File: src/rtl/uart_rx_deserializer_pkg.sv
// Shared types and constants for the UART receive path.
package uart_rx_deserializer_pkg;

   localparam int   UART_DATA_BITS  = 8;
   localparam logic UART_IDLE_LEVEL = 1'b1;

   typedef logic [UART_DATA_BITS-1:0] Byte_t;

   typedef enum logic [2:0] {
      IDLE,
      START,
      DATA,
      STOP,
      BREAK
   } UartRxState_t;

   // Two-out-of-three vote used to reject single-sample noise.
   function automatic logic majority3(input logic a, input logic b, input logic c);
      return (a & b) | (a & c) | (b & c);
   endfunction

endpackage

File: src/rtl/uart_rx_deserializer_baud_tick.sv
// Oversampling tick generator: one-cycle tick every TickDiv clk cycles.
// The counter can be cleared so that the tick phase lines up with a start edge.
module uart_baud_tick #(
   parameter int ClkFrequency = 60_000_000,
   parameter int Baud         = 115200,
   parameter int Oversample   = 16
) (
   input  logic clk,
   input  logic rst,
   input  logic clear,
   output logic tick
);

   // Rounded division; very fast links clamp to a tick every cycle.
   localparam int TickRate    = Baud * Oversample;
   localparam int TickDivRaw  = (ClkFrequency + TickRate / 2) / TickRate;
   localparam int TickDiv     = (TickDivRaw < 1) ? 1 : TickDivRaw;
   localparam int CntW        = (TickDiv > 1) ? $clog2(TickDiv) : 1;
   localparam logic [CntW-1:0] CntLast = CntW'(TickDiv - 1);

   logic [CntW-1:0] cnt_reg;

   assign tick = (cnt_reg == CntLast);

   // Free-running divider, restarted from zero on clear.
   always_ff @(posedge clk) begin
      if (!rst) begin
         cnt_reg <= '0;
      end else if (clear || (cnt_reg == CntLast)) begin
         cnt_reg <= '0;
      end else begin
         cnt_reg <= cnt_reg + 1'b1;
      end
   end

endmodule

File: src/rtl/uart_rx_deserializer.sv
// 8N1 UART receiver: 16x oversampling, 3-sample majority vote per bit,
// valid/ready byte output with one-cycle frame_err and overrun pulses.
// Oversample must be even and at least 8 so the three vote samples fit in a bit.
module uart_rx_deserializer
   import uart_rx_deserializer_pkg::*;
#(
   parameter int ClkFrequency = 60_000_000,
   parameter int Baud         = 115200,
   parameter int Oversample   = 16
) (
   input  logic       clk,
   input  logic       rst,
   input  logic       rxd,
   output logic [7:0] rx_data,
   output logic       rx_valid,
   input  logic       rx_ready,
   output logic       frame_err,
   output logic       overrun,
   output logic       rx_busy
);

   localparam int SCntW = $clog2(Oversample);
   localparam int BitW  = $clog2(UART_DATA_BITS);
   localparam logic [SCntW-1:0] SampA    = SCntW'(Oversample / 2 - 1);
   localparam logic [SCntW-1:0] SampB    = SCntW'(Oversample / 2);
   localparam logic [SCntW-1:0] SampVote = SCntW'(Oversample / 2 + 1);
   localparam logic [SCntW-1:0] ScntLast = SCntW'(Oversample - 1);
   localparam logic [BitW-1:0]  LastBit  = BitW'(UART_DATA_BITS - 1);

   logic             sync1_reg;
   logic             rxd_s_reg;
   logic             rxd_prev_reg;
   UartRxState_t     state_reg;
   logic [SCntW-1:0] scnt_reg;
   logic [BitW-1:0]  bit_idx_reg;
   logic             samp_a_reg;
   logic             samp_b_reg;
   Byte_t            shift_reg;
   Byte_t            rx_data_reg;
   logic             rx_valid_reg;
   logic             frame_err_reg;
   logic             overrun_reg;

   logic tick;
   logic start_edge;
   logic vote;
   logic vote_point;
   logic bit_wrap;

   assign start_edge = (rxd_prev_reg == UART_IDLE_LEVEL) && (rxd_s_reg != UART_IDLE_LEVEL);
   assign vote       = majority3(samp_a_reg, samp_b_reg, rxd_s_reg);
   assign vote_point = tick && (scnt_reg == SampVote);
   assign bit_wrap   = tick && (scnt_reg == ScntLast);

   uart_baud_tick #(
      .ClkFrequency(ClkFrequency),
      .Baud        (Baud),
      .Oversample  (Oversample)
   ) u_baud_tick (
      .clk  (clk),
      .rst  (rst),
      .clear((state_reg == IDLE) && start_edge),
      .tick (tick)
   );

   // Two-flop synchroniser plus one delayed copy for falling-edge detection.
   always_ff @(posedge clk) begin
      if (!rst) begin
         sync1_reg    <= UART_IDLE_LEVEL;
         rxd_s_reg    <= UART_IDLE_LEVEL;
         rxd_prev_reg <= UART_IDLE_LEVEL;
      end else begin
         sync1_reg    <= rxd;
         rxd_s_reg    <= sync1_reg;
         rxd_prev_reg <= rxd_s_reg;
      end
   end

   // Frame state machine with sampling, shifting and the output handshake.
   always_ff @(posedge clk) begin
      if (!rst) begin
         state_reg     <= IDLE;
         scnt_reg      <= '0;
         bit_idx_reg   <= '0;
         samp_a_reg    <= 1'b0;
         samp_b_reg    <= 1'b0;
         shift_reg     <= '0;
         rx_data_reg   <= '0;
         rx_valid_reg  <= 1'b0;
         frame_err_reg <= 1'b0;
         overrun_reg   <= 1'b0;
      end else begin
         frame_err_reg <= 1'b0;
         overrun_reg   <= 1'b0;

         // A plain handshake retires the byte; a completion below overrides this.
         if (rx_valid_reg && rx_ready) begin
            rx_valid_reg <= 1'b0;
         end

         if (tick) begin
            scnt_reg <= (scnt_reg == ScntLast) ? '0 : scnt_reg + 1'b1;
            if (scnt_reg == SampA) samp_a_reg <= rxd_s_reg;
            if (scnt_reg == SampB) samp_b_reg <= rxd_s_reg;
         end

         case (state_reg)
            IDLE: begin
               scnt_reg <= '0;
               if (start_edge) begin
                  state_reg <= START;
               end
            end
            START: begin
               if (vote_point && vote) begin
                  state_reg <= IDLE;
               end else if (bit_wrap) begin
                  state_reg   <= DATA;
                  bit_idx_reg <= '0;
               end
            end
            DATA: begin
               if (vote_point) begin
                  shift_reg <= {vote, shift_reg[UART_DATA_BITS-1:1]};
               end
               if (bit_wrap) begin
                  if (bit_idx_reg == LastBit) begin
                     state_reg <= STOP;
                  end else begin
                     bit_idx_reg <= bit_idx_reg + 1'b1;
                  end
               end
            end
            STOP: begin
               if (vote_point) begin
                  if (vote) begin
                     // Return early so a slightly fast sender's next start edge is not missed.
                     state_reg <= IDLE;
                     if (!rx_valid_reg || rx_ready) begin
                        rx_data_reg  <= shift_reg;
                        rx_valid_reg <= 1'b1;
                     end else begin
                        overrun_reg <= 1'b1;
                     end
                  end else begin
                     frame_err_reg <= 1'b1;
                     state_reg     <= BREAK;
                  end
               end
            end
            BREAK: begin
               if (rxd_s_reg == UART_IDLE_LEVEL) begin
                  state_reg <= IDLE;
               end
            end
            default: state_reg <= IDLE;
         endcase
      end
   end

   assign rx_data   = rx_data_reg;
   assign rx_valid  = rx_valid_reg;
   assign frame_err = frame_err_reg;
   assign overrun   = overrun_reg;
   assign rx_busy   = (state_reg != IDLE);

endmodule

File: config.mk
export PLATFORM = sky130hd
export DESIGN_NAME = uart_rx_deserializer
export DESIGN_NICKNAME = d
export VERILOG_FILES = /design/src/rtl/uart_rx_deserializer_pkg.sv /design/src/rtl/uart_rx_deserializer_baud_tick.sv /design/src/rtl/uart_rx_deserializer.sv
export SDC_FILE = /design/constraint.sdc
export NUM_CORES = 1
export LEC_CHECK = 0
export CAP_MARGIN = 20
export CORE_UTILIZATION = 55
export CTS_CLUSTER_SIZE = 20
export DETAILED_ROUTE_END_ITERATION = 10
export DONT_BUFFER_PORTS = 1
export MAX_ROUTING_LAYER = met4
export PLACE_DENSITY = 0.73
export SYNTH_ARGS = -nofsm -noshare
export SYNTH_HDL_FRONTEND = slang
export SYNTH_SLANG_ARGS = --single-unit
File: constraint.sdc
create_clock -name clk -period 1.8 [get_ports clk]
set_clock_uncertainty 0.15 [all_clocks]
set_input_delay 0.27 -clock clk [delete_from_list [all_inputs] [get_ports clk]]
set_output_delay 0.27 -clock clk [all_outputs]
set_load 0.01 [all_outputs]
Yosys cells after proc, flatten, opt, wreduce, memory -nomap -nowiden
Index checks and enable logic that the tools add are counted.

word-level totals
  bits in registers = 40
  input bits = 4
  logic and storage cells = 87

cells by class
  add/subtract/negate cells = 3
  equality and inequality tests = 19
  muxes and demuxes = 22
  bitwise operators = 7
  reductions and logical operators = 22

operator list
  operator                                                         count
  3-bit 2-to-1 mux                                                 12
  2-bit != test, second input constant                             8
  3-bit case mux with 5 select lines                               1
  4-bit == test, second input constant                             3
  4-bit AND reduction                                              2
  1-bit 2-to-1 mux                                                 7
  6-bit by 1-bit adder with 6-bit output, second input constant    1
  3-bit by 2-bit == test with 1-bit output, second input constant  2
  3-bit == test, second input constant                             2
  6-bit == test, second input constant                             1
  1-bit logical AND                                                6
  3-bit case mux with 2 select lines                               1
  2-bit AND reduction                                              3
  6-bit AND reduction                                              1
  5-bit AND reduction                                              1
  4-bit by 1-bit adder with 4-bit output, second input constant    1
  4-bit by 3-bit == test with 1-bit output, second input constant  1
  4-bit 2-to-1 mux                                                 1
  2-bit OR reduction                                               2
  3-bit by 1-bit adder with 3-bit output, second input constant    1
  1-bit AND                                                        3
  3-bit by 1-bit == test with 1-bit output, second input constant  1
  3-bit zero test                                                  1
  3-bit != test, second input constant                             1
  other kinds (7)                                                  10

Longest topological paths before layout
  depth after elaboration = 6
  mapped depth = 8
  depth with buffers taken out = 6

Modules after synthesis
A second synthesis with hierarchy kept.

second synthesis, totals
  cell total of the unflattened synthesis = 180
  area, all modules = 1844.3 µm²

by module, submodules not included
  module                instances  cells an instance  area an instance (µm²)  seq. area each (µm²)
  uart_rx_deserializer  1          151                1577.8                  680.7
  uart_baud_tick        1          29                 266.5                   120.1

Worst setup path before layout
Ideal clock, no wire load.

  path type = register -> register
  from = register bit_idx_reg[0]
  to = register bit_idx_reg[0]
  library setup time = 0.070 ns
  arrival time = 1.801 ns
  path slack = -0.221 ns
  stages on the path, launching flop included = 7
  buffers on the path = 0
  period minus slack after synthesis = 2.021 ns
  path through = dfxtp_1 ha_1 ha_1 or3b_1 a21o_1 or4b_1 a21oi_1

between the ends
  cells in the longest elaborated chain, start to end = 4

ends and longest elaborated chain
  item                                    RTL line                     source
  start, declared                         uart_rx_deserializer.sv:35   logic [BitW-1:0] bit_idx_reg;
  start signal, assigned                  uart_rx_deserializer.sv:130  bit_idx_reg <= bit_idx_reg + 1'b1;
  3-bit by 1-bit adder with 3-bit output  uart_rx_deserializer.sv:130
  3-bit 2-to-1 mux                        uart_rx_deserializer.sv:127  if (bit_idx_reg == LastBit) begin
  3-bit 2-to-1 mux                        uart_rx_deserializer.sv:126  if (bit_wrap) begin
  3-bit case mux with 2 select lines      uart_rx_deserializer.sv:107  case (state_reg)

Several ways; a longest one is shown, not always the timed one. The select of a mux whose other input is x is not followed.
A chain may end at the register's enable or synchronous reset.

Worst setup path in the final report
Ends and elaborated chain as after synthesis.

==> reports/qor.csv <==
stage,metric,value,unit
clock_tree,path_clk_slew,130,ps
power_and_ir_drop,comb_power_share,17.8,%
floorplan,coreArea,3078,µm²
synth,syn_avg_cell_area,9.492,µm²
synth,synth-simple-area-share,25.19,%
synth,ys_seq_area_share,44.17,%
synth,yosys.area.top_type,dfxtp_1,
timing,fmax,490.8,MHz
timing,setup_viol,19,
global_routing,antenna_found_initial,0,
worst_setup_path,crit_slowest_cell,or4b_4,
clock_tree,htreeDepth,2,
synth,yosys_warnings,0,
clock_tree,cts_tree,built,
timing,worst_slack,-237.6,ps
clock_tree,cts_buffers,5,
synth,synth_top_family_by_area,simple AND/OR/NAND/NOR gates,
timing,finalHoldViolCount,0,
timing,min_period,2038,ps
layout,layout.nets,254,
layout,final_layout_size_suffix_gt1_share,30.74,%
placed_design,dp_hpwl,2.484,mm
clock_tree,cts_sinks,40,
layout,fin_cells,288,
synth,synth_mux_area_share,9.938,%
worst_hold_path,worstHoldStart,rst,
global_routing,gr-usage-met1,31.55,%
synth,async_reset_ff_share,0,%
worst_setup_path,cpMostUsedCell,ha_4,
floorplan,start_util,58.90,%
timing,rsz0062_at_grt,yes,
detailed_routing,drtIter0Drc,72,
clock_tree,worstSkewPairLatency,360,ps
worst_setup_path,crit_family,simple AND/OR/NAND/NOR gates,
worst_setup_path,critPathLaunchType,register,
global_routing,grt_pass1_wl,6.713,mm
placed_design,place_congestion,0.8177,
floorplan,die_area,3530,µm²
global_routing,grt_use_met2,43.34,%
clock_tree,clk_path_buf_depth,2,
synth,synth_area_leaders,"dfxtp_1 44%, mux2i_1 9.9%, nand2_1 5.2%",
global_routing,overflow,0,
timing,relSlewSlack,61.61,%
detailed_routing,ant_nets,0,
layout,num_antenna_cells,0,
synth,netlist_instances,191,
global_routing,grt.busiest_layer,met2,
global_routing,grtUsageMet3,5.240,%
synth,synth_area,1813,µm²
worst_setup_path,r2r-start,bit_idx_reg[0]$_SDFFE_PN0P_,
placed_design,dpl_worst_slack,-239.0,ps
placed_design,port_buffers,0,
synth,syn_nets,202,
clock_tree,root_buffer,clkbuf_4,
worst_setup_path,arrival,2180,ps
worst_setup_path,cp-startpoint,bit_idx_reg[0]$_SDFFE_PN0P_,
global_routing,grt_pass1_vias,1499,
synth,synth_edf_count,0,
timing,worst_pin_slew,575.2,ps
worst_setup_path,slowest_delay,490,ps
synth,synth.distinct_cells,44,
power_and_ir_drop,leakagePower,0.9695,nW
run_status,violations,setup timing,
timing,maxSlewViolCount,0,
detailed_routing,drtPass1Iterations,4,
power_and_ir_drop,seqPwrFrac,49.1,%
power_and_ir_drop,switching_share,26.48,%
worst_setup_path,cp_max_fo,2,
synth,ys_seq_elements,40,
global_routing,grtUsageTotal,26.43,%
power_and_ir_drop,powerDensity,730.8,nW/µm²
detailed_routing,detail_route.vias_per_cell,5.559,
synth,yosys.area_share.xor_xnor,2.899,%
worst_setup_path,cp-end-kind,register,
synth,yosys.area_share.adder,5.383,%
worst_setup_path,required,1940,ps
job,cap_viol_max_count,0,
power_and_ir_drop,internal_power,1.375,mW
worst_setup_path,critPathBufInv,0,
floorplan,die_h,59.42,µm
synth,ys.flop_type,dfxtp_1,
run_status,status,"finished, violations left",
power_and_ir_drop,vdd_ir_drop_max,0.6974,mV
floorplan,pin_count,16,
layout,area_growth,41.20,%
synth,synth_compound_area_share,9.041,%
placed_design,dpl.cell_count,248,
detailed_routing,vias,1601,
worst_setup_path,critPathKind,register to register,
worst_hold_path,hp-class,input port to register,
placed_design,placed_area,2012,µm²
power_and_ir_drop,p_clk_share,33.1,%
floorplan,fp.dieW,59.42,µm
layout,final_cell_area,2560,µm²
synth,yosysTopAreaCellShare,44.17,%
global_routing,grt_max_degree,27,
timing,layout_worst_path_cycle_share,113.2,%
detailed_routing,finalWirelength,4.782,mm
power_and_ir_drop,p_sw,0.4954,mW
worst_setup_path,worstPathCellList,ha_4 -> ha_4 -> or3b_1 -> a21o_1 -> or4b_4 -> a21oi_2,
detailed_routing,wire_per_inst,16.60,µm
floorplan,fp-row-count,20,
detailed_routing,drc,0,
tightest hold or removal path, delay by kind of cell:
kind / cells / cell delay [ps]
simple gates: 1 / 40
buf+inv: 1 / 160
compound gates: 1 / 60
per-stage QoR:
stage	power, mW	setup TNS [ps]	hold WS, ps	util, %
3_5_place_dp	1.172	-911.8	198.0	65.37
6_report	1.871	-1062	36.48	83.17
5_1_grt	1.947	-2442	40.55	83.17
2_1_floorplan	1.082	-139.5	221.5	-
3_3_place_gp	1.160	-315.0	195.8	65.37
4_1_cts	1.799	-645.9	-129.6	77.76
Yosys cell counts (2+ instances only):
master and instances:
dfxtp_1 40, nand2_1 25, nor2_1 19, mux2i_1 18, ha_1 7, a21oi_1 6, inv_1 6, nand3_1 6
clkbuf_1 5, nand2b_1 5, buf_2 4, nor2b_1 4, o21ai_0 3, or3_1 3, xnor2_1 3, xor2_1 3
a21o_1 2, a311oi_1 2, and3_1 2, nand4_1 2, nor3_1 2, o211ai_1 2
layout make-up:
type | count | area, µm²
clock buffers | 5 | 37.54
clock inverters | 3 | 46.29
fillers | 183 | 518.0
inverters | 6 | 22.52
multi-input cells | 136 | 1084
flip-flops and latches | 40 | 824.5
well taps | 44 | 55.05
repair buffers | 54 | 490.5
metal layers:
metal	part of all wire [%]	vias to the layer above
li1	-	767
met5	0	-
met3	2.9	7
met4	1.2	0
met1	43	795
met2	53	32
power by group through the flow:
stage / Combinational [mW] / Clock (mW) / Sequential [mW]
floorplan: 0.135 / 0 / 0.948
global placement: 0.223 / 0 / 0.937
detailed placement: 0.234 / 0 / 0.938
CTS: 0.262 / 0.617 / 0.919
global route: 0.360 / 0.667 / 0.921
finish: 0.332 / 0.620 / 0.918
cell families after synthesis:
logic type / count (synthesis)
adder cells (fa/ha/maj): 8
AO/OA/AOI/OAI: 23
AND/OR/NAND/NOR: 81
buffers and inverters: 15
multiplexers: 18
XOR/XNOR: 6
flip-flops: 40
final timing paths:
path,to,slack [ps],cells after the start
worst max-delay path,bit_idx_reg[0]$_SDFFE_PN0P_,-240,6
worst max register to register,bit_idx_reg[0]$_SDFFE_PN0P_,-240,6
worst min register to register,bit_idx_reg[1]$_SDFFE_PN0P_,360,2
worst min-delay path,u_baud_tick.cnt_reg[0]$_SDFF_PP0_,40,3
repair_timing:
action	in CTS	in global routing
pin swaps	4	16
resized for setup	16	28
endpoints found under the setup margin	20	27
hold endpoints to repair	20	6
cloned	0	0
setup buffers	1	8
hold buffers	22	1
layout by cell type, fill, tap and decap left out, types with 2 or more instances in the layout:
master / n
a21o_1: 2
a21oi_1: 5
a311oi_1: 2
buf_4: 26
buf_6: 4
clkbuf_4: 5
dfxtp_1: 29
dfxtp_2: 7
dfxtp_4: 4
dlygate4sd3_1: 23
ha_1: 3
ha_4: 4
inv_1: 3
inv_2: 3
mux2i_1: 17
nand2_1: 25
nand2b_1: 5
nand3_1: 6
nand4_1: 2
nor2_1: 16
nor2_2: 3
nor2b_1: 3
nor3_1: 2
nor4b_4: 3
o211ai_1: 2
o21ai_0: 3
or3_1: 2
xnor2_1: 3
xor2_1: 3
Note: power is estimated with default switching activity, not from simulation.
